==> config.mk <==
export PLATFORM = sky130hd
export DESIGN_NAME = mem_access_unit
export DESIGN_NICKNAME = d
export VERILOG_FILES = /design/src/rtl/mips_mem_pkg.sv /design/src/rtl/mem_lane_align.sv /design/src/rtl/mem_access_unit.sv
export SDC_FILE = /design/constraint.sdc
export NUM_CORES = 1
export LEC_CHECK = 0
export BUFFER_PORTS_ARGS = -buffer_cell sky130_fd_sc_hd__buf_2
export CAP_MARGIN = 20
export CORE_ASPECT_RATIO = 1.75
export CORE_UTILIZATION = 45
export CTS_CLUSTER_SIZE = 14
export DETAILED_ROUTE_END_ITERATION = 12
export GPL_TIMING_DRIVEN = 0
export PLACE_DENSITY = 0.71
export SLEW_MARGIN = 20
export SYNTH_ARGS = -nofsm -noshare
export SYNTH_HDL_FRONTEND = slang
export SYNTH_SLANG_ARGS = --single-unit
==> constraint.sdc <==
create_clock -name clk -period 3.28 [get_ports clk]
set_input_delay 0.656 -clock clk [delete_from_list [all_inputs] [get_ports clk]]
set_output_delay 0.656 -clock clk [all_outputs]
set_load 0.1 [all_outputs]
==> src/rtl/mips_mem_pkg.sv <==
`default_nettype none
// ============================================================================
// Module      : mips_mem_pkg
// Description : Shared definitions for the MIPS load/store unit: the memory
//               op encoding, FSM state codes, op decode tables and the
//               big-endian lane offsets.
// Revision    : 1.0 - initial release
// ============================================================================
package mips_mem_pkg;

    typedef enum logic [2:0] {
        OP_LB  = 3'd0,
        OP_LBU = 3'd1,
        OP_LH  = 3'd2,
        OP_LHU = 3'd3,
        OP_LW  = 3'd4,
        OP_SB  = 3'd5,
        OP_SH  = 3'd6,
        OP_SW  = 3'd7
    } mem_op_e;

    // FSM state codes
    localparam logic [2:0] ST_IDLE    = 3'd0;
    localparam logic [2:0] ST_RD_REQ  = 3'd1;
    localparam logic [2:0] ST_RD_WAIT = 3'd2;
    localparam logic [2:0] ST_WR_REQ  = 3'd3;
    localparam logic [2:0] ST_RESP    = 3'd4;

    // Access size codes
    localparam logic [1:0] SIZE_BYTE = 2'd0;
    localparam logic [1:0] SIZE_HALF = 2'd1;
    localparam logic [1:0] SIZE_WORD = 2'd2;

    // Decode tables indexed by op code (bit n / field n belongs to op n)
    localparam logic [7:0]  OP_IS_STORE = 8'b1110_0000;
    localparam logic [15:0] OP_SIZE     = {SIZE_WORD, SIZE_HALF, SIZE_BYTE,
                                           SIZE_WORD, SIZE_HALF, SIZE_HALF,
                                           SIZE_BYTE, SIZE_BYTE};
    localparam logic [7:0]  OP_IS_SIGNED = 8'b0000_0101;

    // Big-endian lane offsets: byte offset 0 is the most significant lane
    localparam logic [1:0] BYTE_OFF_0  = 2'd0;   // bits [31:24]
    localparam logic [1:0] BYTE_OFF_1  = 2'd1;   // bits [23:16]
    localparam logic [1:0] BYTE_OFF_2  = 2'd2;   // bits [15:8]
    localparam logic [1:0] BYTE_OFF_3  = 2'd3;   // bits [7:0]
    localparam logic [1:0] HALF_OFF_LO = 2'd2;   // bits [15:0]

    function automatic logic op_is_store(input logic [2:0] op);
        return OP_IS_STORE[op];
    endfunction

    function automatic logic [1:0] op_size(input logic [2:0] op);
        return OP_SIZE[{op, 1'b0} +: 2];
    endfunction

    function automatic logic op_is_signed(input logic [2:0] op);
        return OP_IS_SIGNED[op];
    endfunction

endpackage
`default_nettype wire

==> src/rtl/mem_lane_align.sv <==
`default_nettype none
// ============================================================================
// Module      : mem_lane_align
// Description : Combinational big-endian lane logic. Extracts and extends
//               load data, merges sub-word store data into an old word and
//               flags misaligned accesses.
// Ports       : i_op          - memory op code
//               i_addr_lo     - byte offset within the word
//               i_old_word    - word being modified by a sub-word store
//               i_store_data  - store data (low bits used for SB/SH)
//               i_rd_word     - word returned by memory for a load
//               o_merged_word - word to write back
//               o_load_val    - extracted, extended load value
//               o_misaligned  - access violates its natural alignment
// Revision    : 1.0 - initial release
// ============================================================================
module mem_lane_align
    import mips_mem_pkg::*;
(
    input  logic [2:0]  i_op,
    input  logic [1:0]  i_addr_lo,
    input  logic [31:0] i_old_word,
    input  logic [31:0] i_store_data,
    input  logic [31:0] i_rd_word,
    output logic [31:0] o_merged_word,
    output logic [31:0] o_load_val,
    output logic        o_misaligned
);

    logic [1:0]  w_size;
    logic        w_sext;
    logic        w_half_lo;
    logic [7:0]  w_byte;
    logic [15:0] w_half;

    always_comb begin
        w_size    = op_size(i_op);
        w_sext    = op_is_signed(i_op);
        w_half_lo = ({i_addr_lo[1], 1'b0} == HALF_OFF_LO);

        o_misaligned = ((w_size == SIZE_HALF) && i_addr_lo[0]) ||
                       ((w_size == SIZE_WORD) && (i_addr_lo != 2'b00));

        case (i_addr_lo)
            BYTE_OFF_0: w_byte = i_rd_word[31:24];
            BYTE_OFF_1: w_byte = i_rd_word[23:16];
            BYTE_OFF_2: w_byte = i_rd_word[15:8];
            default:    w_byte = i_rd_word[7:0];
        endcase
        w_half = w_half_lo ? i_rd_word[15:0] : i_rd_word[31:16];

        case (w_size)
            SIZE_BYTE: o_load_val = {{24{w_sext & w_byte[7]}}, w_byte};
            SIZE_HALF: o_load_val = {{16{w_sext & w_half[15]}}, w_half};
            default:   o_load_val = i_rd_word;
        endcase

        // Only the addressed lane is replaced; all other lanes keep old data
        o_merged_word = i_old_word;
        case (w_size)
            SIZE_BYTE: begin
                case (i_addr_lo)
                    BYTE_OFF_0: o_merged_word[31:24] = i_store_data[7:0];
                    BYTE_OFF_1: o_merged_word[23:16] = i_store_data[7:0];
                    BYTE_OFF_2: o_merged_word[15:8]  = i_store_data[7:0];
                    default:    o_merged_word[7:0]   = i_store_data[7:0];
                endcase
            end
            SIZE_HALF: begin
                if (w_half_lo) o_merged_word[15:0]  = i_store_data[15:0];
                else           o_merged_word[31:16] = i_store_data[15:0];
            end
            default: o_merged_word = i_store_data;
        endcase
    end

endmodule
`default_nettype wire

==> src/rtl/mem_access_unit.sv <==
`default_nettype none
// ============================================================================
// Module      : mem_access_unit
// Description : Load/store initiator between the MIPS MEM stage and a
//               big-endian, byte-addressed data memory. One request at a
//               time; sub-word stores are read-modify-write; misaligned
//               requests are answered with an error and never reach memory.
// Ports       : clk, rst_n                  - clock, sync active-low reset
//               req_valid/ready/op/addr/wdata - pipeline request
//               resp_valid/ready/data/err    - pipeline response
//               mem_addr/re/we/wdata/ready   - memory request channel
//               mem_rvalid/rdata             - memory read return
// Revision    : 1.0 - initial release
// ============================================================================
module mem_access_unit
    import mips_mem_pkg::*;
#(
    parameter int ADDR_W = 32,
    parameter int DATA_W = 32
) (
    input  logic              clk,
    input  logic              rst_n,
    input  logic              req_valid,
    output logic              req_ready,
    input  logic [2:0]        req_op,
    input  logic [ADDR_W-1:0] req_addr,
    input  logic [DATA_W-1:0] req_wdata,
    output logic              resp_valid,
    input  logic              resp_ready,
    output logic [DATA_W-1:0] resp_data,
    output logic              resp_err,
    output logic [ADDR_W-1:0] mem_addr,
    output logic              mem_re,
    output logic              mem_we,
    output logic [DATA_W-1:0] mem_wdata,
    input  logic              mem_ready,
    input  logic              mem_rvalid,
    input  logic [DATA_W-1:0] mem_rdata
);

    logic [2:0]        r_state;
    logic [2:0]        r_op;
    logic [ADDR_W-1:0] r_addr;
    logic [DATA_W-1:0] r_wdata;
    logic [DATA_W-1:0] r_resp_data;
    logic              r_resp_err;
    logic [DATA_W-1:0] r_mem_wdata;

    logic              w_idle;
    logic [2:0]        w_op;
    logic [1:0]        w_addr_lo;
    logic [31:0]       w_merged;
    logic [31:0]       w_load_val;
    logic              w_misaligned;

    // In IDLE the alignment check must look at the incoming request; in
    // every other state the lane logic works on the captured request.
    assign w_idle    = (r_state == ST_IDLE);
    assign w_op      = w_idle ? req_op       : r_op;
    assign w_addr_lo = w_idle ? req_addr[1:0] : r_addr[1:0];

    mem_lane_align u_lane_align (
        .i_op          (w_op),
        .i_addr_lo     (w_addr_lo),
        .i_old_word    (mem_rdata),
        .i_store_data  (r_wdata),
        .i_rd_word     (mem_rdata),
        .o_merged_word (w_merged),
        .o_load_val    (w_load_val),
        .o_misaligned  (w_misaligned)
    );

    always_ff @(posedge clk) begin
        if (!rst_n) begin
            r_state     <= ST_IDLE;
            r_op        <= 3'd0;
            r_addr      <= '0;
            r_wdata     <= '0;
            r_resp_data <= '0;
            r_resp_err  <= 1'b0;
            r_mem_wdata <= '0;
        end else begin
            case (r_state)
                ST_IDLE: begin
                    if (req_valid) begin
                        r_op        <= req_op;
                        r_addr      <= req_addr;
                        r_wdata     <= req_wdata;
                        r_resp_data <= '0;
                        r_resp_err  <= 1'b0;
                        if (w_misaligned) begin
                            r_resp_err <= 1'b1;
                            r_state    <= ST_RESP;
                        end else if (req_op == OP_SW) begin
                            r_mem_wdata <= req_wdata;
                            r_state     <= ST_WR_REQ;
                        end else begin
                            r_state <= ST_RD_REQ;
                        end
                    end
                end
                ST_RD_REQ: begin
                    if (mem_ready) r_state <= ST_RD_WAIT;
                end
                ST_RD_WAIT: begin
                    if (mem_rvalid) begin
                        if (op_is_store(r_op)) begin
                            r_mem_wdata <= w_merged;
                            r_state     <= ST_WR_REQ;
                        end else begin
                            r_resp_data <= w_load_val;
                            r_state     <= ST_RESP;
                        end
                    end
                end
                ST_WR_REQ: begin
                    if (mem_ready) r_state <= ST_RESP;
                end
                ST_RESP: begin
                    if (resp_ready) r_state <= ST_IDLE;
                end
                default: r_state <= ST_IDLE;
            endcase
        end
    end

    assign req_ready  = w_idle;
    assign resp_valid = (r_state == ST_RESP);
    assign resp_data  = r_resp_data;
    assign resp_err   = r_resp_err;
    assign mem_re     = (r_state == ST_RD_REQ);
    assign mem_we     = (r_state == ST_WR_REQ);
    assign mem_addr   = {r_addr[ADDR_W-1:2], 2'b00};
    assign mem_wdata  = r_mem_wdata;

endmodule
`default_nettype wire

Word-level counts from Yosys, hierarchy flattened
Memory sizes are Yosys's and may differ from the RTL's. A register that Yosys moved wholly into a read port is not among the register bits.
Cells that the tools add are included.
Widths: inputs -> output; s select.
{"block": "word_totals", "register_bits": 135, "rom_bits": 16, "out_inout_bits": 101, "n_memories": 2}
{"block": "op_classes", "magnitude_cmp": 2, "n_eq_ne": 18, "shifts": 1, "mux": 36, "bitwise_logic": 2, "n_reduce_logical": 13}
{"name": "(no name shown)", "words": 8, "word_bits": 1, "rd": 1, "rd_clocked_by_memory_dff": 0, "write_ports": 0, "line": "mips_mem_pkg.sv:57", "text": "return OP_IS_SIGNED[op];"}
{"name": "(no name shown)", "words": 8, "word_bits": 1, "rd": 1, "rd_clocked_by_memory_dff": 1, "write_ports": 0, "line": "mips_mem_pkg.sv:49", "text": "return OP_IS_STORE[op];"}
{"op": "$mux 32", "count": 8}
{"op": "$pmux 32 s2", "count": 4}
{"op": "$mux 16", "count": 3}
{"op": "$mux 8", "count": 4}
{"op": "$mux 3", "count": 10}
{"op": "$pmux 8 s3", "count": 1}
{"op": "$shiftx 16x5->2 const A", "count": 1}
{"op": "$pmux 3 s5", "count": 1}
{"op": "$ne 2x2->1 const B", "count": 5}
{"op": "$lt 3x4->1 const B", "count": 2}
{"op": "$ne 2x1->1 const B", "count": 4}
{"op": "$eq 3x2->1 const B", "count": 2}
{"op": "$eq 3x3->1 const B", "count": 2}
{"op": "$reduce_and 6->1", "count": 1}
{"op": "$reduce_and 5->1", "count": 1}
{"op": "$eq 2x1->1 const B", "count": 2}
{"op": "$eq 2x2->1 const B", "count": 2}
{"op": "$logic_not 2->1", "count": 2}
{"op": "$mux 2", "count": 2}
{"op": "$reduce_and 4->1", "count": 1}
{"op": "$reduce_bool 2->1", "count": 2}
{"op": "$eq 3x1->1 const B", "count": 1}
{"op": "$logic_not 3->1", "count": 1}
{"op": "$mux 1", "count": 3}
{"op": "other kinds (5)", "count": 7}

Logic depth before layout (Yosys ltp)
Gate-level depths: netlist of run 1.
{"block": "depth", "ltp_word": 9, "ltp_mapped": 16, "ltp_nobuf": 11}

Cells and area by module
From an unflattened synthesis of run 1, not the netlist that was laid out.
{"block": "hier_totals", "hier_cells": 797, "hier_area_um2": 6989.2}
{"module": "mem_access_unit", "instances": 1, "cells_each": 588, "area_per_inst_um2": 5554.1, "seq_area_each_um2": 2722.6}
{"module": "mem_lane_align", "instances": 1, "cells_each": 209, "area_per_inst_um2": 1435.1, "seq_area_each_um2": 0.0}

Worst setup path after synthesis of run 1
Ideal clock, no wire load.
{"block": "synth_timing", "path_type": "flip-flop to flip-flop", "startpoint": "reg r_state[2]", "endpoint": "reg r_mem_wdata[8], in the netlist mem_wdata[8]", "arrival_time_ns": 3.615, "slack_ns": -0.409, "path_stages_with_launch": 15, "period_less_slack_ns": 3.689, "path_cell_list": "dfxtp_1 -> or3_4 -> clkinv_4 -> buf_2 -> buf_2 -> mux2i_1 -> ha_1 -> clkbuf_1 -> and3b_1 -> o21ai_0 -> and3_1 -> clkbuf_1 -> o211ai_1 -> o211a_1 -> o21ai_0"}
{"block": "synth_via", "elab_chain_len": 8}
{"element": "from (decl)", "line": "mem_access_unit.sv:41", "text": "logic [2:0] r_state;"}
{"element": "from (signal assigned)", "line": "mem_access_unit.sv:75", "text": "r_state <= ST_IDLE;"}
{"element": "from (signal assigned)", "line": "mem_access_unit.sv:93", "text": "r_state <= ST_RESP;"}
{"element": "from (signal assigned)", "line": "mem_access_unit.sv:96", "text": "r_state <= ST_WR_REQ;"}
{"element": "$logic_not 3->1 (*)", "line": "mem_access_unit.sv:58", "text": "assign w_idle = (r_state == ST_IDLE);"}
{"element": "net req_ready", "line": "mem_access_unit.sv:24", "text": "output logic req_ready,"}
{"element": "$mux 3 or $mux 2 (tied branches)", "line": "mem_access_unit.sv:59, mem_access_unit.sv:60"}
{"element": "$shiftx 16x5->2 or $eq 2x2->1 (tied branches)", "line": "mips_mem_pkg.sv:53, mem_lane_align.sv:62"}
{"element": "$eq 2x1->1, or another cell as far along", "line": "mem_lane_align.sv:41, mem_lane_align.sv:60"}
{"element": "$pmux 32 s2, or another cell as far along", "line": "mem_lane_align.sv:60", "text": "case (w_size)"}
{"element": "$mux 32 or $logic_or 1x1->1 (tied branches)", "line": "mem_access_unit.sv:107, mem_lane_align.sv:41"}
{"element": "$mux 32 or $ne 2x2->1 (tied branches)"}
{"element": "$pmux 32 s2 or $reduce_and 6->1 (tied branches)"}
{"element": "to (signal assigned)", "line": "mem_access_unit.sv:95", "text": "r_mem_wdata <= req_wdata;"}
{"element": "to (signal assigned)", "line": "mem_access_unit.sv:108", "text": "r_mem_wdata <= w_merged;"}
{"element": "to (decl)", "line": "mem_access_unit.sv:47", "text": "logic [DATA_W-1:0] r_mem_wdata;"}
Mark *: on every way through the listed nets, which the timed path passes. The rest lies on a longest branch. The select of a mux whose other input is x is not followed.
A chain may end at the register's enable or synchronous reset.

Worst setup path in the final report of run 1
{"block": "layout_timing", "startpoint": "reg r_state[2]", "endpoint": "reg r_resp_data[17], in the netlist resp_data[17]"}
{"block": "layout_via", "elab_chain_len": 9}
{"element": "$logic_not 3->1", "line": "mem_access_unit.sv:58, mem_access_unit.sv:83"}
{"element": "$mux 3 or $mux 2 (tied branches)", "line": "mem_access_unit.sv:59, mem_access_unit.sv:60"}
{"element": "$mem_v2 8x1, or another cell as far along"}
{"element": "$mux 1 (implied by the code) or $pmux 8 s3 (tied branches)", "line": "mips_mem_pkg.sv:57, mem_lane_align.sv:44"}
{"element": "$and 1x1->1, on equally long branches", "line": "mem_lane_align.sv:54, mem_lane_align.sv:53"}
{"element": "$pmux 32 s2", "line": "mem_lane_align.sv:52", "text": "case (w_size)"}
{"element": "$mux 32", "line": "mem_access_unit.sv:107", "text": "if (op_is_store(r_op)) begin"}
{"element": "$mux 32", "line": "mem_access_unit.sv:106", "text": "if (mem_rvalid) begin"}
{"element": "$pmux 32 s2", "line": "mem_access_unit.sv:83", "text": "case (r_state)"}
{"element": "to (signal assigned)", "line": "mem_access_unit.sv:111", "text": "r_resp_data <= w_load_val;"}
{"element": "to (decl)", "line": "mem_access_unit.sv:45", "text": "logic [DATA_W-1:0] r_resp_data;"}
Parallel ways exist; a longest one is shown, timed or not. The select of a mux whose other input is x is not followed.

==> results of run 1 <==
## power by group
group / internal [mW] / total, mW / switching (mW)
clock: 1.22 / 2.01 / 0.787
combinational: 1.44 / 5.24 / 3.79
sequential: 1.91 / 2.12 / 0.206
## cell type report
cell class / count / area share
multi-input cells: 710 / 0.437
plain buffers: 106 / 0.0665
inverters: 6 / 0.00318
clock inverters: 13 / 0.0177
clock buffers: 19 / 0.0469
well taps: 186 / 0.0246
repair buffers: 213 / 0.116
flip-flops and latches: 136 / 0.288
## path summary, 6_finish.rpt
kind | from | to | slack, ns | cells past startpoint
setup / recovery | r_state[2] | resp_data[17] | 0.07 | 15
hold / removal | resp_data[8] | resp_data[8] | 0.45 | 1
setup reg to reg | r_state[2] | resp_data[17] | 0.07 | 15
hold reg to reg | resp_data[8] | resp_data[8] | 0.45 | 1
## sequential cells by signal (all words and copies together) (netlist names), named ones only
name       count
r_wdata       32
r_state        3
resp_err       1
resp_data     32
mem_wdata     32
r_op           3
r_addr        32
## cell usage after synthesis, types with 3 or more instances
| cell type | number | area share |
|---|---|---|
| a22oi_1 | 5 | 0.0052 |
| o32ai_1 | 3 | 0.0037 |
| nand2_1 | 244 | 0.13 |
| inv_1 | 4 | 0.0021 |
| o211a_1 | 3 | 0.0042 |
| mux2i_1 | 14 | 0.019 |
| clkbuf_1 | 56 | 0.029 |
| buf_1 | 3 | 0.0016 |
| buf_2 | 16 | 0.011 |
| or3_1 | 3 | 0.0026 |
| o21ai_0 | 76 | 0.053 |
| and3_1 | 3 | 0.0026 |
| o211ai_1 | 15 | 0.016 |
| o21ai_1 | 5 | 0.0035 |
| a21o_1 | 17 | 0.018 |
| a221o_1 | 21 | 0.029 |
| dfxtp_1 | 136 | 0.38 |
| nor2_1 | 32 | 0.017 |
| nor3b_1 | 9 | 0.0094 |
| mux2_2 | 10 | 0.016 |
| o32a_1 | 4 | 0.0056 |
| a31oi_1 | 12 | 0.010 |
| a21oi_1 | 101 | 0.070 |
| o31ai_1 | 4 | 0.0042 |
| nor3_1 | 18 | 0.013 |
| nor2b_1 | 5 | 0.0043 |
| buf_4 | 32 | 0.033 |
| o221ai_1 | 12 | 0.015 |
| a221oi_1 | 5 | 0.0061 |
| nand2b_1 | 8 | 0.0070 |
| a211oi_1 | 10 | 0.010 |
| nand3_1 | 34 | 0.024 |
## kinds of logic (layout without fill, tap and decap cells)
| family | count (synthesis) | count (layout) | synth area share |
|---|---|---|---|
| buffers and inverters | 115 | 357 | 0.0822 |
| multiplexers | 24 | 24 | 0.0351 |
| XOR/XNOR | 1 | 1 | 0.00122 |
| flip-flops | 136 | 136 | 0.378 |
| adder cells (fa/ha/maj) | 1 | 1 | 0.00174 |
| other | 1 | 2 | 0.000521 |
| AO/OA/AOI/OAI | 308 | 308 | 0.275 |
| AND/OR/NAND/NOR | 374 | 374 | 0.226 |
## worst max-delay path, stage by stage, from the launching register on
cell and delay (ns):
dfxtp_2 0.34, or3_4 0.41, inv_8 0.10, buf_12 0.14, buf_12 0.13, mux2i_4 0.24, ha_4 0.16, clkbuf_8 0.16
inv_1 0.05, o221a_1 0.27, buf_6 0.15, or3_4 0.34, a211oi_4 0.25, buf_6 0.16, buf_6 0.13, a221o_1 0.11
## through the flow
stage / setup WS [ns] / power, mW / setup TNS (ns)
floorplan: -0.278 / 5.63 / -0.545
global placement: -0.773 / 6.80 / -25.42
detailed placement: -0.797 / 6.83 / -27.37
CTS: 0.0171 / 9.05 / 0
global route: -0.0264 / 9.73 / -0.123
finish: 0.0676 / 9.36 / 0
## repair_timing
action	in CTS	in global routing
gates resized for setup	44	23
pin swaps	3	10
setup endpoints to repair	55	45
buffers inserted	3	7
gates cloned	1	0
endpoints found under the hold margin	0	0
## routing by layer
layer / wire, microns / GRT usage / vias to the layer above
li1: - / - / 3843
met1: 9490 / 0.338 / 3751
met2: 14100 / 0.583 / 503
met3: 2380 / 0.0787 / 144
met4: 1800 / 0.234 / 0
met5: 0 / 0 / -
==> reports/metrics.yaml, run 1 <==
outcome: "finished, final reports clean"
hold_violations: 0
wl_microns: 27700
grt_max_degree: 17
htreeDepth: 4
drv_cap: 0
ys_warn_count: 0
holdBufCountCts: 0
finalWeightedCongestion: 0.997
clk_pin_slew_ns: 0.06
synthCells: 960
viasPerCell: 5.93
rows: 60
drc: 0
tritoncts: "yes"
pin_count: 206
ys_seq_elements: 136
fill_cells: 1479
cts_sinks: 136
hpwl_microns: 20900
drive_gt1_frac: 0.292
overflow: 0
cts_max_path_buffers: 2
die_x_microns: 97.6
fmax_mhz: 311
synth_edf_count: 0
cp_max_fo: 10
clock_latency_ns: 0.43
slew_violations: 0
cts_buffers: 17
nets: 1296
path_class: "reg2reg"
rsz0062_at_grt: "true"
netlist_area_sq_um: 7200
die_area_sq_um: 16500
fin_crit_sh: 0.979
setup_viol: 0
drt-initial-drc-count: 641
wl_per_cell_microns: 20.0
areaGrowthSynthToFinish_pct: 31.3
async_flop_share: 0
diodes: 0
grt_pass1_wl_microns: 42400
antenna_found_initial: 0
period_needed_ns: 3.21
synth_cell_type_count: 63
core_sq_um: 15500
track_usage: 0.330
regArea_sq_um: 2730
dr.pass1.iters: 5
mostFrequentLayoutCell: "nand2_1"
yosysSeqAreaShare: 0.378
start_kind: "flip-flop"
finalNonFillerCells: 1389
power_density_nw_per_um2: 991
total_leakage_power_nw: 4.16
final_cell_mix: "244 x nand2_1, 213 x buf_2, 134 x dfxtp_1"
grt_pass1_vias: 8034
multiInputGateArea_sq_um: 4130
peakVddDrop_v: 0.000728
fin_util: 0.611
cp-end-kind: "flip-flop"
ys.flop_type: "dfxtp_1"
portBuffers: 202
placedInstanceArea_sq_um: 8470
crit_arrival_ns: 3.58
stdcell_area_sq_um: 9450
start_util: 0.465
hold_class: "reg2reg"
cts_root_buffer: "clkbuf_16"
timing.hold.ws_ns: 0.448
drtAntennaViolNets: 0
critPathRequiredTime_ns: 3.65
fin_worst_skew_ns: 0.00608
dp.cells: 1349
syn_area_per_cell_sq_um: 7.50
die_h_microns: 169
slew_headroom: 0.418
worst_pin_slew_ns: 0.867
vias: 8241
(Power assumes the default switching activity.)
==> run 2: changes to the inputs <==
- PLACE_DENSITY: 0.71 -> 0.72
- SYNTH_HIERARCHICAL: unset -> 1
==> run 2 against run 1 <==
Compared with the run above:
- first-iteration DRC count shrank 48%
- global-route usage shrank 4.7 points
- via count shrank 19%
- die area shrank 2.8%
- critical path type unchanged
- sequential share of layout area grew 1.6 points
- largest power group unchanged
- sequential power is essentially flat
- fmax shrank 0.95%
- total power shrank 0.58%
- clock skew grew 0.0013 ns
- register-to-register slack lost 0.03 ns
==> reports/metrics.yaml, run 2 <==
grt_pass1_vias: 6603
clk_pin_slew_ns: 0.06
slew_headroom: 0.554
drt-initial-drc-count: 331
start_util: 0.466
die_x_microns: 96.2
outcome: "finished, final reports clean"
async_flop_share: 0
cts_buffers: 17
ys_top_cells_by_count: "184 x nand2_1, 136 x dfxtp_1, 69 x a21boi_0"
path_class: "reg2reg"
drc: 0
dr.pass1.iters: 6
synth.most_common_cell: "nand2_1"
synth_cell_type_count: 50
final_cell_mix: "224 x buf_2, 184 x nand2_1, 134 x dfxtp_1"
areaGrowthSynthToFinish_pct: 28.1
antenna_found_initial: 0
nets: 1128
die_area_sq_um: 16100
fill_cells: 1417
diodes: 0
yosysTopAreaCell: "dfxtp_1"
grt_max_degree: 17
rows: 59
yosysTopAreaCellShare: 0.390
die_h_microns: 167
mostFrequentLayoutCell: "buf_2"
track_usage: 0.283
cts_max_path_buffers: 2
peakVddDrop_v: 0.000611
overflow: 0
core_sq_um: 15000
viasPerCell: 5.50
synthCells: 797
pin_count: 206
dp_slack_ns: 0.0577
finalWorstSetupSlack_ns: 0.0367
drive_gt1_frac: 0.323
setup_viol: 0
ys_seq_elements: 136
yosysSeqAreaShare: 0.390
fin_worst_skew_ns: 0.00734
start_kind: "flip-flop"
hold_violations: 0
cts_root_buffer: "clkbuf_16"
wl_per_cell_microns: 18.4
syn_area_per_cell_sq_um: 8.77
ys_top_cells_by_area: "dfxtp_1 39%, nand2_1 9.9%, a21boi_0 7.4%, mux2i_1 7.0%, o211a_1 4.6%"
cts_sinks: 136
multiInputGateArea_sq_um: 3780
drtAntennaViolNets: 0
cp-end-kind: "flip-flop"
critPathRequiredTime_ns: 3.65
fmax_mhz: 308
period_needed_ns: 3.24
cp_max_fo: 9
worst_pin_slew_ns: 0.668
crit_arrival_ns: 3.61
slew_violations: 0
ys.flop_type: "dfxtp_1"
htreeDepth: 4
clock_latency_ns: 0.43
regArea_sq_um: 2730
portBuffers: 203
power_density_nw_per_um2: 1040
tritoncts: "yes"
fin_crit_sh: 0.989
rsz0062_at_grt: "false"
hold_class: "reg2reg"
hpwl_microns: 17500
wl_microns: 22400
power_mw: 9.31
finalWeightedCongestion: 0.994
timing.hold.ws_ns: 0.460
holdBufCountCts: 0
drv_cap: 0
synth_edf_count: 0
vias: 6701
total_leakage_power_nw: 4.45
grt_pass1_wl_microns: 33900
netlist_area_sq_um: 6990
ys_warn_count: 6
==> run 2: changes by cell type in the layout (fill, tap and decap cells not counted), sizes merged, moves of 11 or more <==
cell | previous run | this run
clkbuf | 73 | 53
a22o | 0 | 32
o221ai | 12 | 0
a31oi | 12 | 1
o21ai | 82 | 17
nand2 | 244 | 185
a21oi | 102 | 25
mux2i | 14 | 49
o211a | 3 | 32
o211ai | 16 | 2
nand3 | 34 | 9
nor2 | 33 | 21
nor3 | 18 | 3
a21boi | 0 | 69
==> run 2: final cells by class <==
cell class                      instances  share of cell area
Buffer                                 98              0.0665
Clock buffer                           19              0.0483
Clock inverter                         13              0.0163
Inverter                                4             0.00168
Multi-Input combinational cell        560               0.422
Sequential cell                       136               0.304
Tap cell                              183              0.0256
Timing Repair Buffer                  205               0.115
==> run 2: timing repair <==
item / in CTS / in global routing
resized for setup: 0 / 6
hold endpoints to repair: 0 / 0
buffers inserted: 0 / 2
endpoints found under the setup margin: 0 / 27
==> run 2: final timing paths <==
| check | endpoint | slack (ns) | depth (start not counted) | from |
|---|---|---|---|---|
| max | mem_wdata[12] | 0.04 | 13 | r_state[2] |
| min | r_addr[14] | 0.46 | 2 | r_addr[14] |
| min reg2reg | r_addr[14] | 0.46 | 2 | r_addr[14] |
| max reg2reg | mem_wdata[12] | 0.04 | 13 | r_state[2] |
==> run 2: cell families (layout without fill, tap and decap cells) <==
family                     after synthesis  after routing  share of synthesized area
and+or+nand+nor                        254            254                      0.160
AOI/OAI and AO/OA                      237            237                      0.269
DFF                                    136            136                      0.390
buffers and inverters                  102            339                     0.0800
muxes                                   65             65                     0.0976
adders and majority gates                1              1                    0.00179
other                                    1              2                   0.000537
xor gates and xnor gates                 1              1                    0.00125
==> run 2: worst max-delay path, stage by stage (launching register included) <==
cell and delay, ns:
dfxtp_1 0.31, buf_6 0.14, nor3_4 0.20, buf_4 0.19, mux2_4 0.38, ha_4 0.18, clkbuf_8 0.15, o21ai_0 0.47
and3_1 0.34, o32ai_1 0.10, o21ai_0 0.36, mux2i_1 0.13, nand2_1 0.10, o211a_1 0.14
==> run 2: power breakdown <==
group	switching (mW)	total (mW)	internal, mW
clock network	0.797	1.93	1.13
logic	3.56	5.26	1.70
registers	0.199	2.12	1.92
==> run 2: routing by layer <==
metal	routed length (microns)	part of all wire	GRT usage
met1	8130	0.36	0.290
met2	11500	0.51	0.497
met3	1300	0.058	0.0584
met4	1470	0.065	0.193
met5	0	0	0
==> run 2: metrics by stage <==
step,std cells,utilization,instance area (sq um),TNS (ns)
after global routing,1218,0.598,8950,0
after CTS,1216,0.594,8910,0
after detailed placement,1184,0.556,8330,0
after global placement,1184,0.556,8330,0
final,1218,0.598,8950,0
after floorplan,798,-,7080,-5.31
